`src/rtl/param_bank_pkg.sv`:
```
// rtl/param_bank_pkg.sv - shared state type and mask helper for param_bank_streamer
package param_bank_pkg;

    typedef enum logic [0:0] {IDLE, PRESENT} streamer_state_t;

    localparam int MAX_CHANNELS = 64;

    // Lowest set mask bit at index >= ch; returns MAX_CHANNELS when none is left.
    function automatic int next_enabled(input logic [MAX_CHANNELS-1:0] mask, input int ch);
        int found;
        found = MAX_CHANNELS;
        for (int i = MAX_CHANNELS - 1; i >= 0; i--) begin
            if (i >= ch && mask[i]) found = i;
        end
        return found;
    endfunction

endpackage

```
`src/rtl/param_bank_storage.sv`:
```
// rtl/param_bank_storage.sv - channel value register array with init reset, write port, async read
module param_bank_storage #(
    parameter int DATA_WIDTH = 32,
    parameter int N_CHANNELS = 4,
    parameter int CH_WIDTH   = 2,
    parameter logic [DATA_WIDTH-1:0] INIT_VALUES [N_CHANNELS-1:0] = '{default: '0}
) (
    input  logic                  clk_i,
    input  logic                  rst_ni,
    input  logic                  wr_valid_i,
    input  logic [CH_WIDTH-1:0]   wr_channel_i,
    input  logic [DATA_WIDTH-1:0] wr_data_i,
    input  logic [CH_WIDTH-1:0]   rd_channel_i,
    output logic [DATA_WIDTH-1:0] rd_data_o
);

    logic [DATA_WIDTH-1:0] bank_q [N_CHANNELS-1:0];

    always_ff @(posedge clk_i or negedge rst_ni) begin
        if (!rst_ni) begin
            for (int i = 0; i < N_CHANNELS; i++) begin
                bank_q[i] <= INIT_VALUES[i];
            end
        end else if (wr_valid_i && (int'(wr_channel_i) < N_CHANNELS)) begin
            bank_q[wr_channel_i] <= wr_data_i;
        end
    end

    assign rd_data_o = (int'(rd_channel_i) < N_CHANNELS) ? bank_q[rd_channel_i] : '0;

endmodule

```
`src/rtl/param_bank_streamer.sv`:
```
// rtl/param_bank_streamer.sv - parameter bank swept out as a tagged valid/ready stream
// Optional per-channel skip mask enabled by defining CHANNEL_MASK_EN.
module param_bank_streamer
    import param_bank_pkg::*;
#(
    parameter int DATA_WIDTH  = 32,
    parameter int N_CHANNELS  = 4,
    parameter int DEST_WIDTH  = 8,
    parameter int BASE_DEST   = 0,
    parameter int REPETITIONS = 1,
    parameter logic [DATA_WIDTH-1:0] INIT_VALUES [N_CHANNELS-1:0] = '{default: '0},
    localparam int CH_WIDTH   = (N_CHANNELS > 1) ? $clog2(N_CHANNELS) : 1
) (
    input  logic                  clk_i,
    input  logic                  rst_ni,
    input  logic                  trigger_i,
    input  logic                  wr_valid_i,
    input  logic [CH_WIDTH-1:0]   wr_channel_i,
    input  logic [DATA_WIDTH-1:0] wr_data_i,
    output logic [DATA_WIDTH-1:0] out_data_o,
    output logic [DEST_WIDTH-1:0] out_dest_o,
    output logic                  out_valid_o,
    input  logic                  out_ready_i,
    output logic                  out_last_o,
    output logic                  busy_o
`ifdef CHANNEL_MASK_EN
    ,
    input  logic [N_CHANNELS-1:0] channel_mask_i
`endif
);

    localparam int REP_W = (REPETITIONS > 1) ? $clog2(REPETITIONS) : 1;

    if (REPETITIONS < 1) begin : g_bad_repetitions
        $error("param_bank_streamer: REPETITIONS must be at least 1");
    end
    if (N_CHANNELS > MAX_CHANNELS) begin : g_bad_channels
        $error("param_bank_streamer: N_CHANNELS exceeds MAX_CHANNELS");
    end

    streamer_state_t       state_q, state_d;
    logic [CH_WIDTH-1:0]   ch_q, ch_d;
    logic [REP_W-1:0]      rep_q, rep_d, rep_next;
    logic [DATA_WIDTH-1:0] out_data_q, out_data_d;
    logic [DEST_WIDTH-1:0] out_dest_q, out_dest_d;
    logic                  out_last_q, out_last_d;

    logic [N_CHANNELS-1:0] mask_eff;
    logic [CH_WIDTH-1:0]   first_ch, next_ch, last_ch, rd_ch;
    logic [DATA_WIDTH-1:0] rd_data;
    logic                  any_en, at_last_ch, at_last_rep, load_idle;

`ifdef CHANNEL_MASK_EN
    logic [N_CHANNELS-1:0] mask_q;

    // The live mask is used to pick the first channel on the trigger cycle itself.
    assign mask_eff = (state_q == IDLE) ? channel_mask_i : mask_q;
    assign first_ch = CH_WIDTH'(next_enabled(MAX_CHANNELS'(mask_eff), 0));
    assign next_ch  = CH_WIDTH'(next_enabled(MAX_CHANNELS'(mask_eff), int'(ch_q) + 1));

    always_ff @(posedge clk_i or negedge rst_ni) begin
        if (!rst_ni) begin
            mask_q <= '0;
        end else if (load_idle) begin
            mask_q <= channel_mask_i;
        end
    end
`else
    assign mask_eff = '1;
    assign first_ch = '0;
    assign next_ch  = ch_q + CH_WIDTH'(1);
`endif

    always_comb begin
        last_ch = '0;
        for (int i = 0; i < N_CHANNELS; i++) begin
            if (mask_eff[i]) last_ch = CH_WIDTH'(i);
        end
    end

    assign any_en      = |mask_eff;
    assign at_last_ch  = (ch_q == last_ch);
    assign at_last_rep = (rep_q == REP_W'(REPETITIONS - 1));
    assign load_idle   = (state_q == IDLE) && trigger_i && any_en;
    assign rd_ch       = ((state_q == IDLE) || at_last_ch) ? first_ch : next_ch;
    assign rep_next    = ((state_q == PRESENT) && at_last_ch) ? rep_q + REP_W'(1) : '0;

    param_bank_storage #(
        .DATA_WIDTH  (DATA_WIDTH),
        .N_CHANNELS  (N_CHANNELS),
        .CH_WIDTH    (CH_WIDTH),
        .INIT_VALUES (INIT_VALUES)
    ) u_storage (
        .clk_i        (clk_i),
        .rst_ni       (rst_ni),
        .wr_valid_i   (wr_valid_i),
        .wr_channel_i (wr_channel_i),
        .wr_data_i    (wr_data_i),
        .rd_channel_i (rd_ch),
        .rd_data_o    (rd_data)
    );

    always_comb begin
        state_d    = state_q;
        ch_d       = ch_q;
        rep_d      = rep_q;
        out_data_d = out_data_q;
        out_dest_d = out_dest_q;
        out_last_d = out_last_q;
        unique case (state_q)
            IDLE: begin
                if (load_idle) begin
                    state_d    = PRESENT;
                    ch_d       = rd_ch;
                    rep_d      = '0;
                    out_data_d = rd_data;
                    out_dest_d = DEST_WIDTH'(BASE_DEST) + DEST_WIDTH'(rd_ch);
                    out_last_d = (rd_ch == last_ch) && (REPETITIONS == 1);
                end
            end
            PRESENT: begin
                if (out_ready_i) begin
                    if (at_last_ch && at_last_rep) begin
                        state_d    = IDLE;
                        out_last_d = 1'b0;
                    end else begin
                        ch_d       = rd_ch;
                        rep_d      = at_last_ch ? rep_next : rep_q;
                        out_data_d = rd_data;
                        out_dest_d = DEST_WIDTH'(BASE_DEST) + DEST_WIDTH'(rd_ch);
                        out_last_d = (rd_ch == last_ch) &&
                                     ((at_last_ch ? rep_next : rep_q) == REP_W'(REPETITIONS - 1));
                    end
                end
            end
            default: state_d = IDLE;
        endcase
    end

    always_ff @(posedge clk_i or negedge rst_ni) begin
        if (!rst_ni) begin
            state_q    <= IDLE;
            ch_q       <= '0;
            rep_q      <= '0;
            out_data_q <= '0;
            out_dest_q <= '0;
            out_last_q <= 1'b0;
        end else begin
            state_q    <= state_d;
            ch_q       <= ch_d;
            rep_q      <= rep_d;
            out_data_q <= out_data_d;
            out_dest_q <= out_dest_d;
            out_last_q <= out_last_d;
        end
    end

    assign out_data_o  = out_data_q;
    assign out_dest_o  = out_dest_q;
    assign out_valid_o = (state_q == PRESENT);
    assign out_last_o  = out_last_q;
    assign busy_o      = (state_q == PRESENT);

endmodule
```
`config.mk`:
```
export PLATFORM = sky130hd
export DESIGN_NAME = param_bank_streamer
export DESIGN_NICKNAME = d
export VERILOG_FILES = /design/src/rtl/param_bank_pkg.sv /design/src/rtl/param_bank_storage.sv /design/src/rtl/param_bank_streamer.sv
export SDC_FILE = /design/constraint.sdc
export NUM_CORES = 1
export LEC_CHECK = 0
export ABC_AREA = 1
export CAP_MARGIN = 25
export CORE_ASPECT_RATIO = 1.25
export CORE_MARGIN = 4
export CORE_UTILIZATION = 56
export DETAILED_ROUTE_END_ITERATION = 10
export GPL_TIMING_DRIVEN = 1
export PLACE_DENSITY_LB_ADDON = 0.15
export SLEW_MARGIN = 10
export SYNTH_ARGS = -nofsm -noshare
export SYNTH_HDL_FRONTEND = slang
export SYNTH_SLANG_ARGS = --single-unit
export TNS_END_PERCENT = 20
```
`constraint.sdc`:
```
create_clock -name clk_i -period 1.9 [get_ports clk_i]
set_clock_uncertainty 0.2 [all_clocks]
set_input_delay 0.475 -clock clk_i [delete_from_list [all_inputs] [get_ports clk_i]]
set_output_delay 0.475 -clock clk_i [all_outputs]
set_load 0.02 [all_outputs]
```
## Yosys cells after proc, flatten, opt, wreduce, memory -nomap -nowiden

Cells that the tools add are included.

| word-level totals | value |
|---|---|
| bits in registers | 173 |
| RAM bits | 0 |
| bits in latches | 0 |
| bits in read-only memories | 0 |
| memories | 0 |
| word-level logic and storage cells | 63 |

| cells by class | value |
|---|---|
| add/sub/neg operators | 2 |
| $mul | 0 |
| reduce and logical (&&, ||, !) cells | 8 |
| magnitude comparators | 3 |
| equal/unequal tests | 5 |
| divide/modulo/power cells | 0 |
| muxes and demuxes | 32 |
| shift operators | 0 |
| bitwise logic cells | 3 |

Operators by type and width:

| cell | count |
|---|---|
| $mux 32 | 5 |
| $bwmux 128 | 1 |
| $bmux 32 s2 | 1 |
| $demux 32 s2 | 1 |
| $pmux 32 s2 | 1 |
| $mux 8 | 3 |
| $pmux 8 s2 | 1 |
| $mux 1 | 11 |
| $mux 2 | 4 |
| $lt 2x3->1 const B | 2 |
| $ne 2x2->1 const B | 3 |
| $pmux 1 s2 | 3 |
| $logic_and 1x1->1 | 5 |
| $eq 2x2->1 const B | 2 |
| $pmux 2 s2 | 1 |
| $not 1->1 | 3 |
| $reduce_and 3->1 | 1 |
| $add 2x1->2 const B | 1 |
| $ge 2x1->1 const B | 1 |
| $reduce_and 2->1 | 1 |
| $add 1x1->1 const B | 1 |
| $logic_or 1x1->1 | 1 |

## Depth between registers and ports, before layout

Gate-level depths: netlist of the first run.

| logic depth | value |
|---|---|
| depth in word-level cells | 9 |
| depth in mapped cells | 11 |
| gate-level depth less buffers | 9 |

## Modules after synthesis

Synthesis of the first run repeated with hierarchy kept, for this count alone.

| unflattened totals | value |
|---|---|
| cell total of the unflattened synthesis | 1117 |
| area, all modules | 8321.7 um^2 |

Modules (own cells, without submodules):

| module | sequential area each (um^2) | times used | cells each | area each (um^2) |
|---|---|---|---|---|
| param_bank_storage | 3203.1 | 1 | 936 | 6710.2 |
| param_bank_streamer | 925.9 | 1 | 181 | 1611.5 |

## Worst setup path before layout of the first run

OpenSTA, ideal clock, no wires.

| timing path | value |
|---|---|
| path type | reg2reg |
| start | register, netlist name out_dest_o[0] |
| end | register out_data_q[16] (netlist: out_data_o[16]) |
| arrival | 1.542 ns |
| cell stages (with the launch flop) | 10 |
| required time | 1.583 ns |
| setup slack | 0.041 ns |
| library setup time | 0.117 ns |
| path through | dfrtp_1 ha_1 inv_1 nand2_1 nor2_1 buf_2 buf_2 a21oi_1 nor2_1 nor2_1 |

RTL lines:

| element | RTL line | text |
|---|---|---|
| to (signal assigned) | param_bank_streamer.sv:152 | `out_data_q <= out_data_d;` |
| to (decl) | param_bank_streamer.sv:44 | `logic [DATA_WIDTH-1:0] out_data_q, out_data_d;` |

## Final worst setup path of the first run

| timing path | value |
|---|---|
| start | register state_q (netlist: busy_o) |
| end | output out_valid_o |

RTL lines:

| element | RTL line | text |
|---|---|---|
| from (decl) | param_bank_streamer.sv:41 | `streamer_state_t state_q, state_d;` |
| from (signal assigned) | param_bank_streamer.sv:149 | `state_q <= state_d;` |
| to (decl) | param_bank_streamer.sv:22 | `output logic out_valid_o,` |

No word-level cell between the ends.

==> summary.md, run 1 <==
| Metric | Value |
|---|---|
| Number of cells traversed by the worst register-to-register path | 11 |
| Worst min-delay path startpoint | u_storage.bank_q[25]$_DFFE_PN0P_ |
| Initial Util | between 50 and 60% |
| Max Clock Freq | between 500 and 600 MHz |
| Number of vias in the routed layout | just over 6000 |
| Kind of cell with the highest combined delay on the critical path | flip-flops |
| Placed Instances | 1208 |
| Clock Pin Slew Worst Setup and Hold Paths | 60 ps |
| Sum of buffers and inverters on the critical path | 1 |
| Crit Path Max Fanout | 5 |
| CTS tree | yes |
| RSZ-0062 raised after global routing | yes |
| Remaining DRCs | 0 |
| Clock Power Share | between 20 and 25% |
| Ordered cell list for the critical path | dlygate4sd2_1 |
| I/O Pins | between 80 and 90 |
| Leak | 4.99 nW |
| Total Nets Final | roughly 1100 |
| Cell with the largest stage delay on the worst path | sky130_fd_sc_hd__dfrtp_1 |
| Power after layout | between 0.01 and 0.015 W |
| Max-capacitance violation count | 0 |
| Clock net sink count | between 150 and 200 |
| Total internal power | between 0.008 and 0.009 W |
| Syn. warnings | 0 |
| Buffer depth of the longest clock path | 2 |
| Master cell of the clock root buffer | sky130_fd_sc_hd__clkbuf_16 |
| Crit path from | busy_o$_DFF_PN0_ |
| #FFs+latches synth | between 150 and 200 |
| Cell Count, Final, Fillers Out | between 1000 and 1500 |
| Die X-Extent | 111 um |
| End of the worst hold path | u_storage.bank_q[25]$_DFFE_PN0P_ |
| Hold Path Class | reg -> reg |
| First-pass iteration count of the detailed router | 5 |
| Final Hold Slack | between 200 and 300 ps |
| Die height | roughly 140 um |
| Final setup violation count | 0 |
| Arrival time at the worst endpoint | approximately 1200 ps |
| Number of standard cells after synthesis | around 970 |
| H-tree Lvls | 4 |
| Switching pwr | between 0.005 and 0.006 W |
| Final-report max-slew violation count | 0 |
| Detailed Place HPWL | ~11 mm |
| Final total negative setup slack | 0 ps |
| Final non-filler cell area | 9290 sq um |
| CTS buffer count | 17 |
| Via count of the first global-routing pass | about 6000 |
| Area of the mapped netlist | ~7500 sq um |
| Setup crit start kind | flip-flop |
| Clock network latency to the later pin of the worst-skew pair | 420 ps |
| Peak supply drop | 0.896 mV |
| Layout area overhead | 24.0% |
| Pin count of the biggest net entering global routing | 65 |
| Data required time at the worst endpoint | 1220 ps |
| Overall routing resource usage | about a quarter |
| Worst Hold Path Cells | 2 |
| Number of distinct standard cells referenced by the synthesized netlist | 18 |
| N_diodes | 0 |
| Reg-to-reg setup timing slack | around 110 ps |
| Portion of total power attributed to sequential cells | 34.8% |
| Input/output buffers | 75 |
| Via/cell ratio | a little under 5 |
| Slowest cell delay on critical path | between 400 and 500 ps |
| Status | completed |
| Post-route fraction of the period consumed by the critical path | a little over nine tenths |
| Sequential cell area fraction in the yosys report | 55.1% |
| Die area | 15300 sq um |
| Crit Path Category | reg -> out |
| Final Critical Period | between 1500 and 2000 ps |
| Remaining global-route overflow | 0 |
| Part of the power in combinational logic | 40.3% |
| Placeable core region | approximately 13000 sq um |
| Antenna violations before repair | 0 |
| Global-route wire length before repair | between 20 and 30 mm |
| Filler instances | 1091 |
| Floorplan row count | 47 |
| Total detailed-routing wirelength | roughly 17 mm |
| Post-detailed-route wirelength per cell | 13.8 um |
| Drt first-iter violations | ~380 |
| Layout cell share with drive strength beyond 1 | between 7 and 8% |
| Crit Reg-Reg Startpoint | out_dest_o[0]$_DFFE_PN0P_ |
| Total power per unit cell area | roughly 1500 nW/um^2 |
| Final antenna-violating net count | 0 |
| Net Sw Frac | between 30% and 40% |
| Worst setup EP type | output port |
| Placed cell areas | 8670 sq um |
| Per-instance average area after synthesis | just under 8 sq um |
| Routability cong. | between 0.7 and 0.8 |
| Endpoints failing hold | 0 |
| Crit Reg-Reg Endpoint | out_data_o[3]$_DFFE_PN0P_ |
==> flip-flops by register name (all words and copies together), names as in the netlist <==
register          cells
u_storage.bank_q    128
out_data_o           32
out_dest_o            2
busy_o                1
out_last_o            1
rep_q                 1
==> worst max-delay path by stage <==
stage,endpoint,slack (ps),cells past startpoint
after floorplan,out_data_o[16]$_DFFE_PN0P_,40,9
after global placement,out_data_o[15]$_DFFE_PN0P_,-170,8
after detailed placement,out_data_o[6]$_DFFE_PN0P_,-220,8
after CTS,out_valid_o,10,1
after global routing,out_valid_o,-10,1
final,out_valid_o,40,1
==> power by group through the flow <==
stage	Combinational [W]	Clock, W	Sequential (W)
after floorplan	0.00308	0	0.00526
after global placement	0.00556	0	0.00490
after detailed placement	0.00568	0	0.00490
after CTS	0.00549	0.00355	0.00485
after global routing	0.00631	0.00369	0.00494
final	0.00563	0.00348	0.00485
==> per-layer routing <==
metal	track usage [%]	vias to the layer above	share of wire, %
met2	41.8	144	51
met3	4.26	21	4.5
met1	28.7	2903	43
li1	-	3094	-
met4	8.32	0	1.5
met5	0	-	0
==> final cells by class <==
| class | instances | area (sq um) | share of cell area (%) |
|---|---|---|---|
| Clock buffer | 23 | 478 | 5.15 |
| Clock inverter | 8 | 124 | 1.33 |
| Inverter | 147 | 552 | 5.94 |
| Multi-Input combinational cell | 615 | 2610 | 28.1 |
| Sequential cell | 165 | 4130 | 44.5 |
| Tap cell | 171 | 214 | 2.30 |
| Timing Repair Buffer | 115 | 1180 | 12.8 |
==> kinds of logic after synthesis <==
family,synth area share (%)
buffers and inverters,10.8
flip-flops,55.1
AND/OR/NAND/NOR,22.8
adder cells (fa/ha/maj),0.167
other,0.0501
AO/OA/AOI/OAI,11.0
==> placed cells by master, fill, tap and decap left out, types with 13 or more instances in the layout <==
cell type	instances
sky130_fd_sc_hd__buf_12	13
sky130_fd_sc_hd__clkdlybuf4s50_1	37
sky130_fd_sc_hd__a21oi_1	26
sky130_fd_sc_hd__dlygate4sd2_1	35
sky130_fd_sc_hd__buf_4	24
sky130_fd_sc_hd__o21ai_0	130
sky130_fd_sc_hd__nor2_1	104
sky130_fd_sc_hd__dfrtp_1	165
sky130_fd_sc_hd__clkbuf_16	18
sky130_fd_sc_hd__inv_1	142
sky130_fd_sc_hd__nand2_1	327
==> tightest hold or removal path, stage by stage (launching register included) <==
cell and delay, ps:
sky130_fd_sc_hd__dfrtp_1 340, sky130_fd_sc_hd__nand2_1 50, sky130_fd_sc_hd__o21ai_0 50
==> synthesized netlist by cell type, drive strengths merged <==
master    n  area (sq um)
nand3     9          45.0
conb      1          3.75
o21bai    6          45.0
clkbuf   29           109
o21ai   130           651
a21oi    26           130
ha        1          12.5
nor2    106           405
nand2   331          1260
clkinv    1          3.75
inv     146           548
buf      22           150
dfrtp   165          4130
==> what timing repair did <==
item | 4_1_cts | 5_1_grt
hold buffers | 1 | 0
gates resized for setup | 43 | 5
pin swaps | 0 | 1
endpoints found under the setup margin | 38 | 30
setup buffers | 0 | 3
endpoints found under the hold margin | 31 | 0
gates cloned | 0 | 1
==> metrics by stage <==
step / setup slack [ps] / util, %
after floorplan: 41.1 / -
after global placement: -171 / 65.8
after detailed placement: -215 / 65.8
after CTS: 11.0 / 70.1
after global routing: -14.8 / 70.5
final: 35.6 / 70.5
No activity file was read; power rests on OpenSTA's default activity.
==> run 2: changes to the inputs <==
--- a/config.mk
+++ b/config.mk
@@ -12,7 +12,9 @@
 export CORE_UTILIZATION = 56
 export DETAILED_ROUTE_END_ITERATION = 10
 export GPL_TIMING_DRIVEN = 1
+export MAX_ROUTING_LAYER = met4
 export PLACE_DENSITY_LB_ADDON = 0.15
+export RECOVER_POWER = 25
 export SLEW_MARGIN = 10
 export SYNTH_ARGS = -nofsm -noshare
 export SYNTH_HDL_FRONTEND = slang
==> run 2 against run 1 <==
Core utilization decreased by 0.37 points. Critical path type unchanged. Design area decreased by 0.53%. Clock power about the same.
==> summary.md, run 2 (synthesis gave the netlist of run 1 again) <==
| Metric | Value |
|---|---|
| First-pass iteration count of the detailed router | 4 (-1) |
| Total power per unit cell area | 1510 nW/um^2 (+0.45%) |
| Total Nets Final | 1101 (unchanged) |
| Post-route fraction of the period consumed by the critical path | 98.1% (about the same) |
| Peak supply drop | 0.894 mV (-0.21%) |
| Most common cell after layout, fill and taps aside | sky130_fd_sc_hd__nand2_1 |
| Hold Path Class | reg -> reg |
| Global-route wire length before repair | 28.5 mm (about the same) |
| Overall routing resource usage | 24.1% (+0.70 points) |
| Layout area overhead | 23.4% |
| Die height | 137 um (unchanged) |
| Cell with the largest stage delay on the worst path | sky130_fd_sc_hd__dfrtp_1 |
| Routability cong. | 0.770 (+1.3%) |
| Largest register FFs | 128 (unchanged) |
| CTS tree | yes |
| Number of vias in the routed layout | 6149 (-0.21%) |
| Master cell of the clock root buffer | sky130_fd_sc_hd__clkbuf_16 |
| Setup crit start kind | flip-flop |
| Die X-Extent | 111 um (unchanged) |
| Clock net sink count | 165 (unchanged) |
| CTS buffer count | 17 (unchanged) |
| Commonest cells after routing, fill and taps aside | sky130_fd_sc_hd__nand2_1, sky130_fd_sc_hd__dfrtp_1, sky130_fd_sc_hd__inv_1 |
| Final design utilization | 70.1% (-0.37 points) |
| Final antenna-violating net count | 0 (unchanged) |
| Drt first-iter violations | 462 (+21%) |
| Final-report max-slew violation count | 0 (unchanged) |
| Detailed Place HPWL | 10.7 mm (unchanged) |
| Total detailed-routing wirelength | 17.1 mm (about the same) |
| Final non-filler cell area | 9240 sq um (-0.53%) |
| Register with the most flip-flops | u_storage.bank_q |
| Post-detailed-route wirelength per cell | 13.8 um (about the same) |
| Ordered cell list for the critical path | dlygate4sd2_1 |
| Crit Path Category | reg -> out |
| Floorplan row count | 47 (unchanged) |
| Placed cell areas | 8670 sq um (unchanged) |
| Remaining DRCs | 0 (unchanged) |
| Transition at the pin with the smallest max-transition slack | 620 ps |
| Data required time at the worst endpoint | 1220 ps (about the same) |
| Layout cell share with drive strength beyond 1 | 7.74% (-0.093 points) |
| Leak | 4.97 nW (-0.38%) |
| Arrival time at the worst endpoint | 1190 ps (about the same) |
| Max Clock Freq | 536 MHz (about the same) |
| Placeable core region | 13200 sq um (unchanged) |
| Initial Util | 56.9% (unchanged) |
| I/O Pins | 82 (unchanged) |
| Sum of buffers and inverters on the critical path | 1 (unchanged) |
| Final setup violation count | 0 (unchanged) |
| Status | completed |
| Die area | 15300 sq um (unchanged) |
| Clock network latency to the later pin of the worst-skew pair | 420 ps (about the same) |
| Endpoints failing hold | 0 (unchanged) |
| N_diodes | 0 (unchanged) |
| Reg-to-reg setup timing slack | 110 ps (about the same) |
| Worst setup EP type | output port |
| Slowest cell delay on critical path | 420 ps (about the same) |
| Via/cell ratio | 4.94 (-0.21%) |
| Via count of the first global-routing pass | 5963 (+0.13%) |
| Antenna violations before repair | 0 (unchanged) |
| Input/output buffers | 75 (unchanged) |
| Crit Path Max Fanout | 5 (unchanged) |
| Kind of cell with the highest combined delay on the critical path | flip-flops |
| Max-capacitance violation count | 0 (unchanged) |
| RSZ-0062 raised after global routing | yes |
| Remaining global-route overflow | 0 (unchanged) |
| Final Critical Period | 1860 ps (-0.334 ps) |
| Clock Pin Slew Worst Setup and Hold Paths | 60 ps (about the same) |
| Buffer depth of the longest clock path | 2 (unchanged) |
| H-tree Lvls | 4 (unchanged) |
| Slew margin rel. | 58.7% |
| Pin count of the biggest net entering global routing | 65 (unchanged) |
[run 2: repair_timing]
item,CTS,global route
gates resized for setup,43,5
buffers inserted,0,3
gates cloned,0,1
endpoints found under the setup margin,38,30
hold buffers,1,0
pin swaps,0,1
hold endpoints to repair,31,0
[run 2: per-layer routing]
| metal | GRT usage [%] | up-vias | routed length [um] |
|---|---|---|---|
| li1 | - | 3104 | - |
| met1 | 28.9 | 2877 | 7470 |
| met2 | 41.8 | 147 | 8690 |
| met3 | 4.09 | 21 | 684 |
| met4 | 8.32 | 0 | 277 |
| met5 | - | - | 0 |
[run 2: through the flow]
stage	setup TNS [ps]	power, W	setup WS [ps]	cells	hold WS (ps)
5_1_grt	-28.6	0.0149	-14.8	1244	301
4_1_cts	0	0.0139	11.0	1240	284
3_5_place_dp	-9340	0.0106	-215	1208	212
6_report	0	0.0139	35.9	1244	280
3_3_place_gp	-6340	0.0105	-171	1208	215
2_1_floorplan	0	0.00835	41.1	978	-20.6
[run 2: area by class of cell]
cell class                 instances  area, sq um
fill                            1098         3930
clock inverter                     8          124
clock buffer                      23          478
sequential                       165         4130
inverter                         147          552
multi-input combinational        615         2610
tap                              171          214
timing repair buffer             115         1140
[run 2: path summary, 6_finish.rpt]
check,startpoint,depth (start not counted),end
worst max-delay path,busy_o$_DFF_PN0_,1,out_valid_o
worst max register to register,out_dest_o[0]$_DFFE_PN0P_,11,out_data_o[13]$_DFFE_PN0P_
max in group asynchronous,rst_ni,3,u_storage.bank_q[104]$_DFFE_PN0P_
worst min register to register,u_storage.bank_q[61]$_DFFE_PN0P_,2,u_storage.bank_q[61]$_DFFE_PN0P_
worst min-delay path,u_storage.bank_q[61]$_DFFE_PN0P_,2,u_storage.bank_q[61]$_DFFE_PN0P_
min in group asynchronous,rst_ni,2,u_storage.bank_q[100]$_DFFE_PN0P_
[run 2: power by group]
group | internal (W) | switching (W) | total, W
clock | 0.00216 | 0.00132 | 0.00348
sequential | 0.00436 | 0.000484 | 0.00485
combinational | 0.00214 | 0.00348 | 0.00562
total | 0.00866 | 0.00528 | 0.0139
==> RTL edit, RTL diff (flow settings as in run 1) <==
`DATA_WIDTH` is set to 32 in 2 places; all go to 36.
--- a/src/rtl/param_bank_storage.sv
+++ b/src/rtl/param_bank_storage.sv
@@ -1,6 +1,6 @@
 // rtl/param_bank_storage.sv - channel value register array with init reset, write port, async read
 module param_bank_storage #(
-    parameter int DATA_WIDTH = 32,
+    parameter int DATA_WIDTH = 36,
     parameter int N_CHANNELS = 4,
     parameter int CH_WIDTH   = 2,
     parameter logic [DATA_WIDTH-1:0] INIT_VALUES [N_CHANNELS-1:0] = '{default: '0}
--- a/src/rtl/param_bank_streamer.sv
+++ b/src/rtl/param_bank_streamer.sv
@@ -3,7 +3,7 @@
 module param_bank_streamer
     import param_bank_pkg::*;
 #(
-    parameter int DATA_WIDTH  = 32,
+    parameter int DATA_WIDTH  = 36,
     parameter int N_CHANNELS  = 4,
     parameter int DEST_WIDTH  = 8,
     parameter int BASE_DEST   = 0,
Ports: changed (resized out_data_o and wr_data_i); port bits go from 82 to 90. No check against the original RTL was run, so the function may have changed too.
==> RTL edit against run 1 <==
- routed wire length is 19% higher
- synthesized cell count rose by 13%
- via count rose by 14%
- power up 14%
- setup slack gained 0.0047 ns
- core utilization decreased by 0.56 points
- sequential power grew 12%
- non-clock buffer count increased by 11
- count of clock-buffer cells in the layout down 5
- die area up 13%
- cell area increased by 13%
- sequential cell count up 20
- first-iteration DRC count rose by 43%
- largest cell class unchanged
- area after synthesis up 13%
==> RTL edit: results (changes against run 1) <==
Clock Tree Buf Depth=2 (unchanged); max reg flops=144 (+13%); syn avg cell area=7.712 um2 (+0.18%); Avg Vias per Cell=5.065 (+2.3%); Placed Area=9724 um2 (+12%); FFs w/ async S/R, synth=100.0% (unchanged); Iteration-0 DRC Markers=545 (+43%); CTS Buf Count=17 (unchanged); worst r2r path cells=11 (unchanged); WP data arrival=1.18 ns; hold crit path type=reg -> reg; initial antenna violation count=0 (unchanged); first-pass GRT wire length=33,060 um (+16%); final wirelength=20,450 um (+19%); clock slew at reported path FFs=0.07 ns; CP delay by family, top=flip-flops; DR WL/cell=14.75 um (+7.2%); Worst path slowest cell=dfrtp_1; final setup fails=0 (unchanged); maxcap violations=0 (unchanged); r2r setup slk=0.08 ns (-0.03 ns); nets=1,235 (+12%); Hold Path Cell Cnt=2 (unchanged); leakage power=0.005631 uW (+13%); YS warnings=0 (unchanged); ratio of cells with drive above 1 in the final layout=7.890% (+0.062 points); vias in the first global route=6,743 (+13%); Area contributors post-synth=dfrtp_1, nand2_1, o21ai_0; crit-path max FO=2 (-3); 1st-pass router iterations=5 (unchanged); GRT Overall Usage=23.77% (+0.36 points); Port Buf Inserts=83 (+11%); Detail Placement HPWL=12,280 um (+15%); Inserted Diodes=0 (unchanged); H-tree depth=4 (unchanged); CP peak stage delay=0.41 ns; Max IR drop VDD=0.0009123 V (+1.8%); dpl cells=1,346 (+11%); Most used DFF post-synth=dfrtp_1; Filler Cell Count=1,230 (+13%); commonest cells in the netlist=nand2_1, dfrtp_1, inv_1, o21ai_0, nor2_1; clk_lat worst skew=0.44 ns (+0.02 ns); GP Congestion=0.7858 (+3.3%); outcome=completed; largest net degree at the start of global routing=46 (-29%); Sequential Area=4631 um2 (+12%); Yosys cell types=20 (+2); Clock Tree Root=clkbuf_16; Top reg by flops=u_storage.bank_q; register area share after synthesis=54.48% (-0.65 points); Routed Antenna Nets=0 (unchanged)
[RTL edit: final timing paths]
kind / start / end
worst min-delay path: u_storage.bank_q[111] / u_storage.bank_q[111]
min in group asynchronous: rst_ni / u_storage.bank_q[114]
worst max register to register: out_dest_o[1] / out_data_o[16]
worst max-delay path: out_data_o[1] / out_data_o[1]
worst min register to register: u_storage.bank_q[111] / u_storage.bank_q[111]
max in group asynchronous: rst_ni / u_storage.bank_q[136]
[RTL edit: cell type report]
class,count,area share [%]
timing repair buffer,126,13.42
clock buffer,18,4.103
inverter,174,6.268
sequential,185,44.27
tap,182,2.177
clock inverter,14,1.854
multi-input combinational,687,27.91
[RTL edit: what timing repair did]
item | in CTS | in global routing
pin swaps | 0 | 2
cloned | 0 | 5
endpoints found under the setup margin | 42 | 22
hold buffers | 1 | 0
endpoints found under the hold margin | 35 | 0
resized for setup | 45 | 9
setup buffers | 0 | 2
[RTL edit: per-stage QoR]
step | hold slack (ns) | setup WS, ns
after floorplan | -0.02059 | 0.08490
after global placement | 0.2245 | -0.08509
after detailed placement | 0.2282 | -0.1151
after CTS | 0.2891 | 0.005804
after global routing | 0.2999 | -0.005774
final | 0.2835 | 0.04031
[RTL edit: metal layers]
| layer | vias up | track usage (%) | wire (um) |
|---|---|---|---|
| met1 | 3334 | 30.89 | 8743 |
| met3 | 22 | 4.860 | 1066 |
| met2 | 194 | 40.92 | 10350 |
| met4 | 0 | 6.041 | 282 |
| li1 | 3470 | - | - |
| met5 | - | 0 | 0 |
[RTL edit: worst register-to-register path: stages (launching register included)]
cell	delay, ns
dfrtp_2	0.45
ha_4	0.20
inv_4	0.07
nand2_2	0.06
nor2_4	0.15
buf_12	0.17
clkbuf_16	0.17
nand2_1	0.05
nand2_1	0.06
nand2_1	0.06
nand2_1	0.05
nor2_1	0.04
[RTL edit: where the power goes]
part           leakage, uW  internal [uW]  switching (uW)
clock network     0.000301           2210            1570
logic              0.00307           2650            4070
registers          0.00226           4890             567
total              0.00563           9750            6210
[RTL edit: cells by family after synthesis]
family                   after synthesis  share of synthesized area, %
flip-flops                           185                         54.48
AND/OR/NAND/NOR                      498                         22.69
other                                  1                       0.04413
adder cells (fa/ha/maj)                1                        0.1472
AO/OA/AOI/OAI                        182                         10.84
buffers and inverters                235                         11.81
